**config.mk**
```make
export PLATFORM = sky130hd
export DESIGN_NAME = alu_cmd_driver
export DESIGN_NICKNAME = d
export VERILOG_FILES = /design/src/rtl/alu_cmd_driver.sv
export SDC_FILE = /design/constraint.sdc
export NUM_CORES = 1
export LEC_CHECK = 0
export CAP_MARGIN = 0
export CORE_AREA = 4 4 318 320
export CTS_BUF_LIST = sky130_fd_sc_hd__clkbuf_2 sky130_fd_sc_hd__clkbuf_4 sky130_fd_sc_hd__clkbuf_8
export DETAILED_ROUTE_END_ITERATION = 10
export DIE_AREA = 0 0 322 324
export GPL_TIMING_DRIVEN = 0
export SETUP_SLACK_MARGIN = 0.05
export SYNTH_ARGS = -nofsm -noshare
export SYNTH_HDL_FRONTEND = slang
export SYNTH_SLANG_ARGS = --single-unit
```
**constraint.sdc**
```tcl
create_clock -name clk -period 4.6 [get_ports clk]
set_clock_uncertainty 0.15 [all_clocks]
set_input_delay 0.69 -clock clk [delete_from_list [all_inputs] [get_ports clk]]
set_output_delay 0.69 -clock clk [all_outputs]
set_load 0.05 [all_outputs]
```
**src/rtl/alu_cmd_driver.sv**
```systemverilog
// alu_cmd_driver: registers commands into a fixed-latency ALU and returns
// tagged results through a credit-limited in-order response FIFO.
module alu_cmd_driver #(
   parameter int W     = 128,
   parameter int LAT   = 2,
   parameter int DEPTH = 4
) (
   input  logic         clk,
   input  logic         rst,
   input  logic         cmd_valid,
   output logic         cmd_ready,
   input  logic [3:0]   cmd_opcode,
   input  logic [W-1:0] cmd_a,
   input  logic [W-1:0] cmd_b,
   input  logic [4:0]   cmd_shift,
   input  logic [3:0]   cmd_tag,
   output logic [3:0]   alu_opcode,
   output logic [W-1:0] alu_input1,
   output logic [W-1:0] alu_input2,
   output logic [4:0]   alu_shiftValue,
   input  logic [W-1:0] alu_result,
   input  logic         alu_carryFlag,
   input  logic         alu_zeroFlag,
   input  logic         alu_overFlowFlag,
   input  logic         alu_signFlag,
   output logic         rsp_valid,
   input  logic         rsp_ready,
   output logic [W-1:0] rsp_result,
   output logic [3:0]   rsp_flags,
   output logic [3:0]   rsp_tag,
   output logic [2:0]   inflight
);
   localparam int AW = $clog2(DEPTH);
   logic [4:0]   pipe [LAT];
   logic [AW:0]  count;
   logic [AW-1:0] wp, rp;
   logic [W-1:0] mem_res [DEPTH];
   logic [3:0]   mem_flg [DEPTH];
   logic [3:0]   mem_tag [DEPTH];
   logic         accept, push, pop;
   // Credits cover both buffered and in-flight entries, so a capture slot always exists.
   assign cmd_ready = rst && (int'(count) + int'(inflight) < DEPTH);
   assign accept    = cmd_valid && cmd_ready;
   assign push      = pipe[LAT-1][4];
   assign rsp_valid = count != '0;
   assign pop       = rsp_valid && rsp_ready;
   assign rsp_result = mem_res[rp];
   assign rsp_flags  = mem_flg[rp];
   assign rsp_tag    = mem_tag[rp];
   always_comb begin
      inflight = '0;
      for (int i = 0; i < LAT; i++)
         inflight = inflight + {2'b00, pipe[i][4]};
   end
   always_ff @(posedge clk) begin
      if (!rst) begin
         alu_opcode     <= '0;
         alu_input1     <= '0;
         alu_input2     <= '0;
         alu_shiftValue <= '0;
         for (int i = 0; i < LAT; i++)
            pipe[i] <= '0;
         count <= '0;
         wp    <= '0;
         rp    <= '0;
      end else begin
         if (accept) begin
            alu_opcode     <= cmd_opcode;
            alu_input1     <= cmd_a;
            alu_input2     <= cmd_b;
            alu_shiftValue <= cmd_shift;
         end
         pipe[0] <= {accept, cmd_tag};
         for (int i = 1; i < LAT; i++)
            pipe[i] <= pipe[i-1];
         if (push)
            wp <= wp + 1'b1;
         if (pop)
            rp <= rp + 1'b1;
         count <= count + (AW+1)'(push) - (AW+1)'(pop);
      end
   end
   always_ff @(posedge clk) begin
      if (push) begin
         mem_res[wp] <= alu_result;
         mem_flg[wp] <= {alu_carryFlag, alu_overFlowFlag, alu_zeroFlag, alu_signFlag};
         mem_tag[wp] <= pipe[LAT-1][3:0];
      end
   end
endmodule

```
==> impl_metrics.toml, run 1 <==
[status]
outcome = "finished clean"

[timing]
timing.slew.headroom_pct = 45.4
tns_ns = 0
post-route-period-util_pct = 89.7
achievable-frequency_mhz = 242
hold_violations = 0
rsz0062_at_grt = "no"
period_minus_slack_ns = 4.13
maxSlewViolCount = 0
worst_pin_slew_ns = 0.817
setup_viol = 0

[final_layout]
drive_gt1_share_pct = 14.8
nNetsFinal = 3278
n_fill_cell = 8798
finalInstanceArea_sq_um = 43600
syn2layout_area_growth_pct = 41.8

[synthesis]
synth_compound_area_share_pct = 0.0570
synth-simple-area-share_pct = 3.75
post_synth_instance_area_sq_um = 30700
synth_warnings = 0
syn_nets = 2316
synth_top_area_share_pct = 53.2
post-synth-top-area-cell = "edfxtp_1"
synth_area_leaders = "edfxtp_1 (53%), dfxtp_1 (19%), mux4_2 (10%)"
ys_types = 25
syn-instance-count = 1902
synth_fa_ha_area_share_pct = 0.391
synthXorXnorAreaFrac_pct = 0.143
synth_top_family_by_area = "multiplexers"
muxShareOfSynthArea_pct = 18.6
ys_ff_latch = 828
ys_seq_area_share_pct = 71.7
synth.avg_cell_area_sq_um = 16.2

[power]
p_per_area_nw_per_um2 = 522
leakage_uw = 0.0172
power_uw = 22700
peakVddDrop_mv = 0.261

[routing]
routed_via_density = 4.47
vias = 19100
wl_per_cell_um = 22.8
drc_errors = 0
routed_wl_um = 97300
wl_met3_um = 8100
top_layer = "met5"
drt_iter0_drc = 989
route.met2.wl_um = 50100
postRouteAntennaNets = 0
wl_met1_um = 36800
first_pass_iters = 5

[global_route]
track_usage_pct = 18.3
grt_max_degree = 56
grt_pass1_wl_um = 139000
grt_pass1_vias = 20600
antenna_found_initial = 32
grt_overflow_total = 0

[cts]
cts_buffers = 143
cts-resized-gates = 0
insertion_delay_ns = 0.77
holdBufCountCts = 0
h-tree-depth = 4
cts_tree = "built"
postCtsSetupBuffers = 0
cts.sink_count = 828
cts-root-buf = "clkbuf_8"
clk_path_buf_depth = 3
path_clk_slew_ns = 0.06

[worst_hold_path]
hold_start = "pipe[0][1]"
hp-class = "flop to flop"
hold_path_depth = 1

[setup_path]
cp.required_ns = 3.76
crit_arrival_ns = 3.29
ff2ff_path_depth = 8
cp_max_fo = 10
worstReg2RegStart = "pipe[0][9]"
end_kind = "output pin"
critPathLaunchType = "flop"
crit_type = "flop to output pin"

[floorplan]
die_area_sq_um = 104000
fp-row-count = 115
die_h_um = 324
start_util_pct = 31.3
core_area_sq_um = 98100
ioPinCount = 811
fp.dieW_um = 322

[placed_design]
port-buffer-count = 809
hpwlAfterDp_um = 72400
place_area_sq_um = 40700
gp_congestion = 0.926

[job]
max_cap_violations = 0
## where the power goes
part / switching [uW] / internal [uW] / total [uW] / leakage, uW
Combinational: 4630 / 2780 / 7410 / 0.00841
Sequential: 240 / 8390 / 8630 / 0.00726
Clock: 2960 / 3740 / 6700 / 0.00153
Total: 7840 / 14900 / 22700 / 0.0172
## Yosys cell counts
library cell,n
nand4_1,1
nand3_1,1
mux4_2,136
o311ai_0,1
buf_1,8
buf_2,21
dfxtp_1,284
conb_1,1
inv_1,272
ha_1,8
o31a_1,1
buf_6,32
fa_1,1
clkbuf_1,29
and3_1,1
nor2b_1,3
nand2_1,265
mux2i_1,266
xor2_1,2
or3_1,1
xnor2_1,3
and2_1,18
edfxtp_1,544
buf_4,2
nor2_1,1
## critical path, stage by stage (launching register included)
cell and delay (ns):
dfxtp_1 0.30, buf_2 0.35, buf_2 0.42, mux4_2 0.67, clkdlybuf4s50_1 0.76
## kinds of logic after synthesis
| logic type | count (synthesis) |
|---|---|
| other cells | 1 |
| flops | 828 |
| buf+inv | 364 |
| xor+xnor | 5 |
| compound gates | 2 |
| fa+ha+maj | 9 |
| mux | 402 |
| simple gates | 291 |
## path summary, 6_finish.rpt
check	slack [ns]	to
max	0.47	rsp_result[44]
min	0.26	pipe[0][6]
min reg2reg	0.26	pipe[0][6]
max reg2reg	2.29	alu_input1[105]
## state kept, by name, summed over array words and instances, names as in the netlist, 3 cells and up, named ones only
name / cells
mem_res: 512
count: 3
pipe: 10
mem_tag: 16
alu_shiftValue: 5
alu_input2: 128
mem_flg: 16
alu_opcode: 4
alu_input1: 128
## cell usage in the layout (no fill, tap or decap), types with 3 or more instances in the layout
cell,count
and2_4,4
mux4_2,136
clkdlybuf4s50_1,809
clkbuf_1,29
inv_8,3
xnor2_1,3
diode_2,16
ha_1,8
buf_6,32
clkbuf_8,161
buf_2,21
dfxtp_1,284
nand2_1,265
nor2b_1,3
clkinv_2,10
clkinv_1,12
edfxtp_1,544
inv_6,3
inv_1,272
buf_16,8
and2_1,14
mux2i_1,266
buf_1,8
clkbuf_4,53
## per-stage QoR
step | hold WS (ns) | util (%) | std cells | worst slack, ns
2_1_floorplan | 0.262 | - | 1902 | 0.281
3_3_place_gp | 0.267 | 41.2 | 3998 | -2.61
3_5_place_dp | 0.268 | 41.4 | 4006 | 0.816
4_1_cts | 0.161 | 44.4 | 4253 | 0.226
5_1_grt | 0.204 | 44.4 | 4267 | 0.221
6_report | 0.259 | 44.4 | 4269 | 0.473
## cell type report
class                      instances  area, sq um  area share, %
sequential                       828        22000           50.5
timing repair buffer             817         8320           19.1
multi-input combinational        710         7070           16.2
clock buffer                     214         2610           6.00
tap                             1287         1610           3.70
inverter                         272         1020           2.34
buffer                            92          619           1.42
clock inverter                    33          246          0.566
antenna                           16         40.0         0.0919
## layer usage
layer | up-vias | GRT usage [%]
li1 | 8665 | -
met1 | 9558 | 20.8
met2 | 696 | 31.6
met3 | 162 | 6.81
met4 | 6 | 6.60
met5 | - | 0
(Power assumes the default switching activity.)
==> run 2, diff against run 1 <==
--- a/config.mk
+++ b/config.mk
@@ -6,11 +6,15 @@
 export NUM_CORES = 1
 export LEC_CHECK = 0
 export CAP_MARGIN = 0
-export CORE_AREA = 4 4 318 320
+export CELL_PAD_IN_SITES_DETAIL_PLACEMENT = 1
+export CELL_PAD_IN_SITES_GLOBAL_PLACEMENT = 2
+export CORE_ASPECT_RATIO = 1.2
+export CORE_MARGIN = 4
+export CORE_UTILIZATION = 31
 export CTS_BUF_LIST = sky130_fd_sc_hd__clkbuf_2 sky130_fd_sc_hd__clkbuf_4 sky130_fd_sc_hd__clkbuf_8
 export DETAILED_ROUTE_END_ITERATION = 10
-export DIE_AREA = 0 0 322 324
 export GPL_TIMING_DRIVEN = 0
+export PLACE_DENSITY_LB_ADDON = 0.1
 export SETUP_SLACK_MARGIN = 0.05
 export SYNTH_ARGS = -nofsm -noshare
 export SYNTH_HDL_FRONTEND = slang
==> run 2 against run 1 <==
  * Clock-buffer cell count is 7 lower
  * Sequential power barely moved
  * Routed wire length increased by 10%
  * Non-clock buffer count unchanged
  * Via count grew 0.74%
  * Register-to-register slack got worse by 0.14 ns
  * Highest routed layer unchanged
==> impl_metrics.toml, run 2 (synthesis gave the netlist of run 1 again) <==
[power]
power_frac_seq_pct = 37.8
intPower_uw = 14800
leakage_uw = 0.0172
p_per_area_nw_per_um2 = 524
power_uw = 22800
peakVddDrop_mv = 0.199
clkPwrFrac_pct = 29.4
p_switching_uw = 8010
swShare_pct = 35.1
combinationalPowerShare_pct = 32.8

[floorplan]
fp-row-count = 126
start_util_pct = 31.2
die_area_sq_um = 104000
ioPinCount = 811
die_h_um = 353
core_area_sq_um = 98400
fp.dieW_um = 295

[placed_design]
gp_congestion = 0.823
port-buffer-count = 809
place_area_sq_um = 40700
hpwlAfterDp_um = 80700
pre_cts_slack_ns = 0.919

[timing]
maxSlewViolCount = 0
achievable-frequency_mhz = 246
worst_pin_slew_ns = 0.799
period_minus_slack_ns = 4.07
tns_ns = 0
timing.slew.headroom_pct = 46.6
hold_violations = 0
whs_ns = 0.287
rsz0062_at_grt = "no"
fin_ws_ns = 0.528
post-route-period-util_pct = 88.5
setup_viol = 0

[setup_path]
critPathLaunchType = "flop"
slowest_delay_ns = 0.91
cp_max_fo = 10
crit_arrival_ns = 3.23
end_kind = "output pin"
cp_slowest_cell = "clkdlybuf4s50_1"
cp.required_ns = 3.76
crit_type = "flop to output pin"
crit_chain = "buf_2 > buf_1 > mux4_2 > clkdlybuf4s50_1"

[final_layout]
drive_gt1_share_pct = 14.6
syn2layout_area_growth_pct = 41.8
nNetsFinal = 3281
final_common_cell = "clkdlybuf4s50_1"
n_fill_cell = 9954
largest_reg_flops = 512
top_register = "mem_res"
final_cell_mix = "clkdlybuf4s50_1 (809), edfxtp_1 (544), dfxtp_1 (284), inv_1 (272), mux2i_1 (266)"
largestRegisters = "mem_res: 512 flops, alu_input1: 128 flops, alu_input2: 128 flops"
finalInstanceArea_sq_um = 43600

[global_route]
grt_max_degree = 52
grt_pass1_wl_um = 152000
grt_overflow_total = 0
antenna_found_initial = 48
track_usage_pct = 20.3
grt_pass1_vias = 21600

[cts]
postCtsSetupBuffers = 0
cts-resized-gates = 0
cts-root-buf = "clkbuf_8"
path_clk_slew_ns = 0.06
h-tree-depth = 4
cts.sink_count = 828
cts_tree = "built"
cts_buffers = 146
insertion_delay_ns = 0.75
holdBufCountCts = 0
clk_path_buf_depth = 3

[job]
max_cap_violations = 0

[routing]
postRouteAntennaNets = 0
routed_wl_um = 107000
drc_errors = 0
vias = 19200
wl_per_cell_um = 25.0
routed_via_density = 4.49
first_pass_iters = 4
drt_iter0_drc = 694

[status]
outcome = "finished clean"

[worst_hold_path]
hp-class = "flop to flop"
==> run 2: cell count changes in the layout (fill, tap and decap cells not counted) <==
cell and delta:
clkinvlp_4 +3, clkinv_1 +14, clkbuf_8 -1, inv_8 +2, inv_12 +1, inv_6 -1, diode_2 +7, bufinv_16 -1
clkbuf_4 -6, clkinv_2 -2
==> run 2: per-stage QoR <==
stage	cells	utilization (%)
2_1_floorplan	1902	-
3_3_place_gp	3991	41.1
3_5_place_dp	3999	41.3
4_1_cts	4255	44.2
5_1_grt	4266	44.3
6_report	4278	44.3
==> run 2: per-layer routing <==
layer,part of all wire (%),up-vias,track usage [%]
met3,9.6,190,9.21
met1,36,9635,21.2
li1,-,8708,-
met4,2.3,14,6.54
met5,0.092,-,0
met2,52,681,36.3
==> run 2: final cells by class <==
cell class	instances	area, sq um	share of cell area [%]
Sequential cell	828	22000	50.5
Timing Repair Buffer	817	8320	19.1
Multi-Input combinational cell	710	7070	16.2
Clock buffer	207	2550	5.86
Tap cell	1280	1600	3.68
Inverter	272	1020	2.34
Buffer	92	619	1.42
Clock inverter	49	312	0.715
Antenna cell	23	57.6	0.132
==> run 2: worst paths after layout <==
check | cells after the start | from | slack (ns) | endpoint
hold / removal | 1 | pipe[0][3] | 0.29 | pipe[0][8]
hold reg to reg | 1 | pipe[0][3] | 0.29 | pipe[0][8]
setup reg to reg | 3 | pipe[0][9] | 2.15 | mem_res[3][13]
setup / recovery | 4 | flop | 0.53 | rsp_result[32]
==> run 2: critical path, delay by kind of cell (launching register included) <==
kind | cells | cell delay, ns
mux | 1 | 0.34
flops | 1 | 0.30
buf+inv | 3 | 1.85
==> run 2: power groups by stage <==
| stage | clock [uW] | combinational (uW) | sequential, uW |
|---|---|---|---|
| floorplan | 0 | 3610 | 9940 |
| global placement | 0 | 7580 | 8770 |
| detailed placement | 0 | 7610 | 8760 |
| CTS | 6980 | 7640 | 8630 |
| global route | 7350 | 7850 | 8670 |
| finish | 6710 | 7490 | 8620 |
==> run 3, diff against run 2 <==
--- a/config.mk
+++ b/config.mk
@@ -14,6 +14,7 @@
 export CTS_BUF_LIST = sky130_fd_sc_hd__clkbuf_2 sky130_fd_sc_hd__clkbuf_4 sky130_fd_sc_hd__clkbuf_8
 export DETAILED_ROUTE_END_ITERATION = 10
 export GPL_TIMING_DRIVEN = 0
+export HOLD_SLACK_MARGIN = 0.02
 export PLACE_DENSITY_LB_ADDON = 0.1
 export SETUP_SLACK_MARGIN = 0.05
 export SYNTH_ARGS = -nofsm -noshare
==> results of run 3 <==
Final layout, timing and power as in run 2 (identical DEF).
